## config.mk

```make
export PLATFORM = sky130hd
export DESIGN_NAME = ula_seq
export DESIGN_NICKNAME = d
export VERILOG_FILES = /design/src/rtl/ula_seq.sv
export SDC_FILE = /design/constraint.sdc
export NUM_CORES = 1
export LEC_CHECK = 0
export ABC_CLOCK_PERIOD_IN_PS = 3700
export BUFFER_PORTS_ARGS = -buffer_cell sky130_fd_sc_hd__clkbuf_2
export CAP_MARGIN = 20
export CORE_ASPECT_RATIO = 0.7
export CORE_MARGIN = 1.5
export CORE_UTILIZATION = 40
export CTS_BUF_LIST = sky130_fd_sc_hd__clkbuf_4
export DETAILED_ROUTE_END_ITERATION = 16
export PLACE_DENSITY = 0.65
export SLEW_MARGIN = 15
export SYNTH_ARGS = -nofsm -noshare
export SYNTH_HDL_FRONTEND = slang
export SYNTH_SLANG_ARGS = --single-unit
```

## constraint.sdc

```tcl
create_clock -name clk -period 3.7 [get_ports clk]
set_clock_uncertainty 0.05 [all_clocks]
set_input_delay 0 -clock clk [delete_from_list [all_inputs] [get_ports clk]]
set_output_delay 0 -clock clk [all_outputs]
set_load 0.05 [all_outputs]
```

## src/rtl/ula_seq.sv

```systemverilog
// Sequential ALU: add/sub/logic finish in one cycle; MUL (shift-add) and
// DIV/MOD (restoring division) iterate one bit per cycle for WIDTH cycles.
module ula_seq #(
  parameter int WIDTH = 8
) (
  input  logic             clk,
  input  logic             rst_n,
  input  logic             start,
  input  logic [3:0]       ula_operation,
  input  logic [WIDTH-1:0] operand1,
  input  logic [WIDTH-1:0] operand2,
  output logic             busy,
  output logic             done,
  output logic [WIDTH-1:0] result,
  output logic [3:0]       flags
);
  localparam int CW = (WIDTH > 1) ? $clog2(WIDTH) : 1;

  localparam logic [3:0] OP_ADD  = 4'd1,  OP_SUB  = 4'd2,  OP_MUL  = 4'd3,
                         OP_DIV  = 4'd4,  OP_MOD  = 4'd5,  OP_AND  = 4'd6,
                         OP_OR   = 4'd7,  OP_XOR  = 4'd8,  OP_NOT  = 4'd9,
                         OP_NOR  = 4'd10, OP_NAND = 4'd11, OP_XNOR = 4'd12;

  typedef enum logic [1:0] {IDLE, CALC, DONE} state_t;

  state_t           state, state_nx;
  logic [3:0]       op_q;
  logic [WIDTH-1:0] dv_q, acc_lo, acc_hi;
  logic [CW-1:0]    cnt;

  logic             accept, iter_op, last_iter;
  logic             sc_c, sc_v, sc_valid, qbit, it_c;
  logic [WIDTH:0]   sum, dif, msum, rem_sh, trial;
  logic [WIDTH-1:0] sc_res, it_res, nx_lo, nx_hi;
  logic [3:0]       sc_flg, it_flg;

  assign accept    = start && (state != CALC);
  assign last_iter = (cnt == CW'(WIDTH-1));
  assign busy      = (state == CALC);
  assign done      = (state == DONE);

  // Single-cycle results, taken straight from the inputs on the accepting edge
  always_comb begin
    sum      = {1'b0, operand1} + {1'b0, operand2};
    dif      = {1'b0, operand1} - {1'b0, operand2};
    sc_res   = '0;
    sc_c     = 1'b0;
    sc_v     = 1'b0;
    sc_valid = 1'b1;
    iter_op  = 1'b0;
    case (ula_operation)
      OP_ADD: begin
        sc_res = sum[WIDTH-1:0];
        sc_c   = sum[WIDTH];
        sc_v   = (operand1[WIDTH-1] == operand2[WIDTH-1]) && (sum[WIDTH-1] != operand1[WIDTH-1]);
      end
      OP_SUB: begin
        sc_res = dif[WIDTH-1:0];
        sc_c   = dif[WIDTH];
        sc_v   = (operand1[WIDTH-1] != operand2[WIDTH-1]) && (dif[WIDTH-1] != operand1[WIDTH-1]);
      end
      OP_MUL:         iter_op = 1'b1;
      OP_DIV, OP_MOD: if (operand2 == '0) sc_c = 1'b1; else iter_op = 1'b1;
      OP_AND:  sc_res = operand1 & operand2;
      OP_OR:   sc_res = operand1 | operand2;
      OP_XOR:  sc_res = operand1 ^ operand2;
      OP_NOT:  sc_res = ~operand1;
      OP_NOR:  sc_res = ~(operand1 | operand2);
      OP_NAND: sc_res = ~(operand1 & operand2);
      OP_XNOR: sc_res = ~(operand1 ^ operand2);
      default: sc_valid = 1'b0;
    endcase
    sc_flg = sc_valid ? {sc_v, sc_c, sc_res[WIDTH-1], sc_res == '0} : 4'b0000;
  end

  // One iteration: acc_hi/acc_lo hold product hi/lo (MUL) or remainder/quotient (DIV/MOD)
  always_comb begin
    msum   = {1'b0, acc_hi} + (acc_lo[0] ? {1'b0, dv_q} : {(WIDTH+1){1'b0}});
    rem_sh = {acc_hi, acc_lo[WIDTH-1]};
    trial  = rem_sh - {1'b0, dv_q};
    qbit   = !trial[WIDTH];
    if (op_q == OP_MUL) begin
      nx_hi = msum[WIDTH:1];
      nx_lo = {msum[0], acc_lo[WIDTH-1:1]};
    end else begin
      nx_hi = qbit ? trial[WIDTH-1:0] : rem_sh[WIDTH-1:0];
      nx_lo = {acc_lo[WIDTH-2:0], qbit};
    end
    it_res = (op_q == OP_MOD) ? nx_hi : nx_lo;
    it_c   = (op_q == OP_MUL) && (nx_hi != '0);
    it_flg = {it_c, it_c, it_res[WIDTH-1], it_res == '0};
  end

  always_ff @(posedge clk or negedge rst_n) begin
    if (!rst_n) state <= IDLE;
    else        state <= state_nx;
  end

  always_comb begin
    state_nx = state;
    case (state)
      IDLE, DONE: begin
        if (accept) state_nx = iter_op ? CALC : DONE;
        else        state_nx = IDLE;
      end
      CALC:    if (last_iter) state_nx = DONE;
      default: state_nx = IDLE;
    endcase
  end

  always_ff @(posedge clk or negedge rst_n) begin
    if (!rst_n) begin
      op_q   <= '0;
      dv_q   <= '0;
      acc_lo <= '0;
      acc_hi <= '0;
      cnt    <= '0;
      result <= '0;
      flags  <= '0;
    end else if (accept) begin
      op_q   <= ula_operation;
      dv_q   <= operand2;
      acc_lo <= operand1;
      acc_hi <= '0;
      cnt    <= '0;
      if (!iter_op) begin
        result <= sc_res;
        flags  <= sc_flg;
      end
    end else if (state == CALC) begin
      acc_lo <= nx_lo;
      acc_hi <= nx_hi;
      cnt    <= cnt + 1'b1;
      if (last_iter) begin
        result <= it_res;
        flags  <= it_flg;
      end
    end
  end
endmodule

```

==> run metrics <==
final setup TNS=0 ns; net switching power figure=between 1 and 1.5 mW; RSZ-0062 raised after global routing=false; Hold Crit Class=primary input to flop; Worst Tran Pin Value=approximately 0.82 ns; Max VDD drop=approximately 0.31 mV; DRC Markers=0; initial antenna violation count=0; Post-Layout Cell Count=797; max_cap viols=0; required time worst endpoint=a little under 4 ns; internal power=~1.1 mW; IO Port Bufs=36; CTS tree=built; core box area=between 10000 and 15000 um^2; Startpoint Class=flop; first-pass GRT wire length=roughly 25000 um; Simple-Gate Fraction of Synth Area=0.241; Vias=4931; count of final setup violators=0; crit-path max FO=7; Area growth, synth to finish=11.4%; final worst-path cycle share=0.871; number of global-route vias before repair=around 4500; Clock power frac=0.113; CP peak stage delay=about 0.43 ns; H-tree Lvls=2; leakage=roughly 2.4 nW; post-CTS setup repair buffer count=0; row count=33; Async S/R FF share, synth=1.00; Max clock buf depth=2; Slew HR=0.438; Mapped Nets=approximately 670; initial core utilization=0.411; All-Layer GR Usage=0.259; post-synth cell types=87; min cycle time layout=3.22 ns; largest family of logic cells by synthesized area=compound AO/OA/AOI/OAI gates; Post-synth EDFFs=0; clock root buffer=clkbuf_4; largest net degree at the start of global routing=between 40 and 50; sw frac=0.492; wire length per cell=around 20 um; adder-cell share of the synthesized area=0.126; n_diodes=0; CP bufs+invs=2; DR pass1 iterations=6; CP dominant cell by count=inv_1; clk sink count=45; arrival time worst endpoint=~3.5 ns; Num CTS Buffers=5; share of post-route cells with drive strength above 1=0.136; Die Y=about 95 um; Largest delay share family, worst path=compound AO/OA/AOI/OAI gates; Peak Freq=around 310 MHz; Nets=approximately 710; XOR/XNOR Fraction of Synth Area=0.0200; synthesized area=approximately 4800 um^2; yosys warns=0; ANT nets after route=0; CP Capture Type=flop; Flop pwr share=0.309; Pwr Total=around 2.2 mW; number of vias per cell=6.19; Post-Place Cells=between 700 and 800; die area=between 10000 and 15000 um^2; clock-pin transition on the worst setup and hold timing paths=roughly 0.14 ns; boundary pin count=37; final worst hold slack=0.0421 ns; status=finished, final reports clean; routed wire length=16000 um; Max Slew Vio Count=0; starting DRC count in detailed routing=approximately 550; Cell Pwr Density=414 nW/um^2; Synth Area in Compound Gates=0.294; top_reg_cell synth=dfrtp_1; die width=around 130 um; GP Congestion=approximately 0.99; worst-path cell chain=inv_1 > ha_1 > inv_1 > fa_1 > a211o_1 > and3_4 > nor3_4 > or4_4 > a31oi_2 > a2111oi_4 > nand4b_1 > o41ai_2; final hold violation count=0; Post-Synthesis Cells=602; Syn Area/Cell=8.01 um^2; Skew-Pair Late Insertion Delay=roughly 0.38 ns; Combinational Power Share=0.578; post-synthesis sequential area ratio=0.233; mux share of post-synthesis cell area=0.0220; grt ovf=0; worst reg2reg setup slack=between 0.4 and 0.5 ns; Crit-path slowest cell=dfrtp_1; Synth Register Bits=between 40 and 50; CP Class=flop to flop; DP Wirelength=roughly 12000 um
logic make-up after synthesis:
family	after synthesis
compound gates	198
xor+xnor	11
fa+ha+maj	46
buf+inv	77
flops	45
mux	10
simple gates	215
power by group through the flow:
stage / Sequential [mW] / Combinational (mW) / Clock (mW)
finish: 0.687 / 1.29 / 0.252
global route: 0.699 / 1.39 / 0.278
CTS: 0.685 / 1.26 / 0.261
detailed placement: 0.694 / 1.24 / 0
global placement: 0.692 / 1.23 / 0
floorplan: 0.799 / 0.801 / 0
per-layer routing:
metal / vias to the layer above / GRT usage / wire [um]
met1: 2317 / 0.405 / 7720
met3: 22 / 0.0590 / 1910
met5: - / 0 / 0
li1: 2302 / - / -
met4: 0 / 0.0448 / 170
met2: 290 / 0.359 / 6220
stage by stage:
step                instance area [um^2]  utilization  setup slack [ns]
global placement                    5150        0.439             0.679
global route                        5370        0.458             0.290
detailed placement                  5150        0.439             0.547
CTS                                 5370        0.458             0.511
floorplan                           4820            -             0.867
finish                              5370        0.458             0.476
cell usage in the layout (no fill, tap or decap), types with 10 or more instances in the layout:
cell            n
o21ai_0        41
nand3_1        26
dfrtp_1        45
a21oi_1        28
ha_1           42
buf_4          11
a31oi_1        13
dlygate4sd3_1  17
clkbuf_2       36
nor3_1         12
nor2_1         25
inv_1          40
and2_1         10
nand2_1        73
a21o_1         11
nor2b_1        14
a211oi_1       11
final cells by class:
| class | instances | area (um^2) |
|---|---|---|
| fill | 1166 | 6350 |
| multi-input combinational | 480 | 3400 |
| sequential | 45 | 1130 |
| timing repair buffer | 64 | 433 |
| tap | 157 | 196 |
| inverter | 43 | 161 |
| clock buffer | 5 | 37.5 |
| clock inverter | 3 | 17.5 |
worst min-delay path, delay by kind of cell:
kind	cells	cell delay (ns)
simple gates	2	0.17
buf+inv	1	0.28
cell usage after synthesis (3+ instances only):
master | number | area [um^2]
clkinv_1 | 3 | 11.3
o22ai_1 | 9 | 56.3
ha_1 | 42 | 526
or3_1 | 5 | 31.3
a21oi_1 | 28 | 140
a221oi_1 | 8 | 70.1
nor4_1 | 3 | 18.8
o41ai_1 | 3 | 26.3
nor2b_1 | 14 | 87.6
nand2_1 | 73 | 274
fa_1 | 4 | 80.1
o22a_1 | 3 | 26.3
nor2_1 | 25 | 93.8
a32oi_1 | 4 | 35.0
o221ai_1 | 4 | 35.0
a211oi_1 | 11 | 82.6
and2_1 | 10 | 62.6
xor2_1 | 6 | 52.6
nor4bb_1 | 3 | 30.0
a221o_1 | 4 | 40.0
mux2_2 | 4 | 45.0
o21ai_0 | 41 | 205
and3_1 | 7 | 43.8
a21o_1 | 11 | 82.6
inv_1 | 40 | 150
nand3_1 | 26 | 130
clkbuf_1 | 20 | 75.1
nand3b_1 | 4 | 30.0
dfrtp_1 | 45 | 1130
o311ai_0 | 4 | 35.0
a22oi_1 | 3 | 22.5
a211o_1 | 4 | 35.0
nor3_1 | 12 | 60.1
xnor2_1 | 5 | 43.8
mux2i_1 | 5 | 50.1
o21ai_1 | 7 | 35.0
o21a_1 | 7 | 52.6
nand2b_1 | 7 | 43.8
a31oi_1 | 13 | 81.3
buf_2 | 10 | 50.1
or2_2 | 5 | 31.3
final timing paths:
| path | start | to | cells after the start |
|---|---|---|---|
| max in group asynchronous | rst_n | acc_hi[1]$_DFFE_PN0P_ | 3 |
| max reg2reg | acc_lo[7]$_DFFE_PN0P_ | flags[0]$_DFFE_PN0P_ | 12 |
| min reg2reg | cnt[0]$_DFFE_PN0P_ | cnt[0]$_DFFE_PN0P_ | 1 |
| max | acc_lo[7]$_DFFE_PN0P_ | flags[0]$_DFFE_PN0P_ | 12 |
| min | ula_operation[3] | op_q[3]$_DFFE_PN0P_ | 3 |
| min in group asynchronous | rst_n | dv_q[5]$_DFFE_PN0P_ | 3 |
registers in the layout, indices dropped and copies added, names as in the netlist:
name	flops
flags	4
acc_hi	8
acc_lo	8
state	2
op_q	4
cnt	3
dv_q	8
result	8
timing repair:
action | 4_1_cts | 5_1_grt
hold endpoints to repair | 61 | 0
hold buffers | 17 | 0
gates resized for setup | 0 | 0
Note: power is estimated with default switching activity, not from simulation.
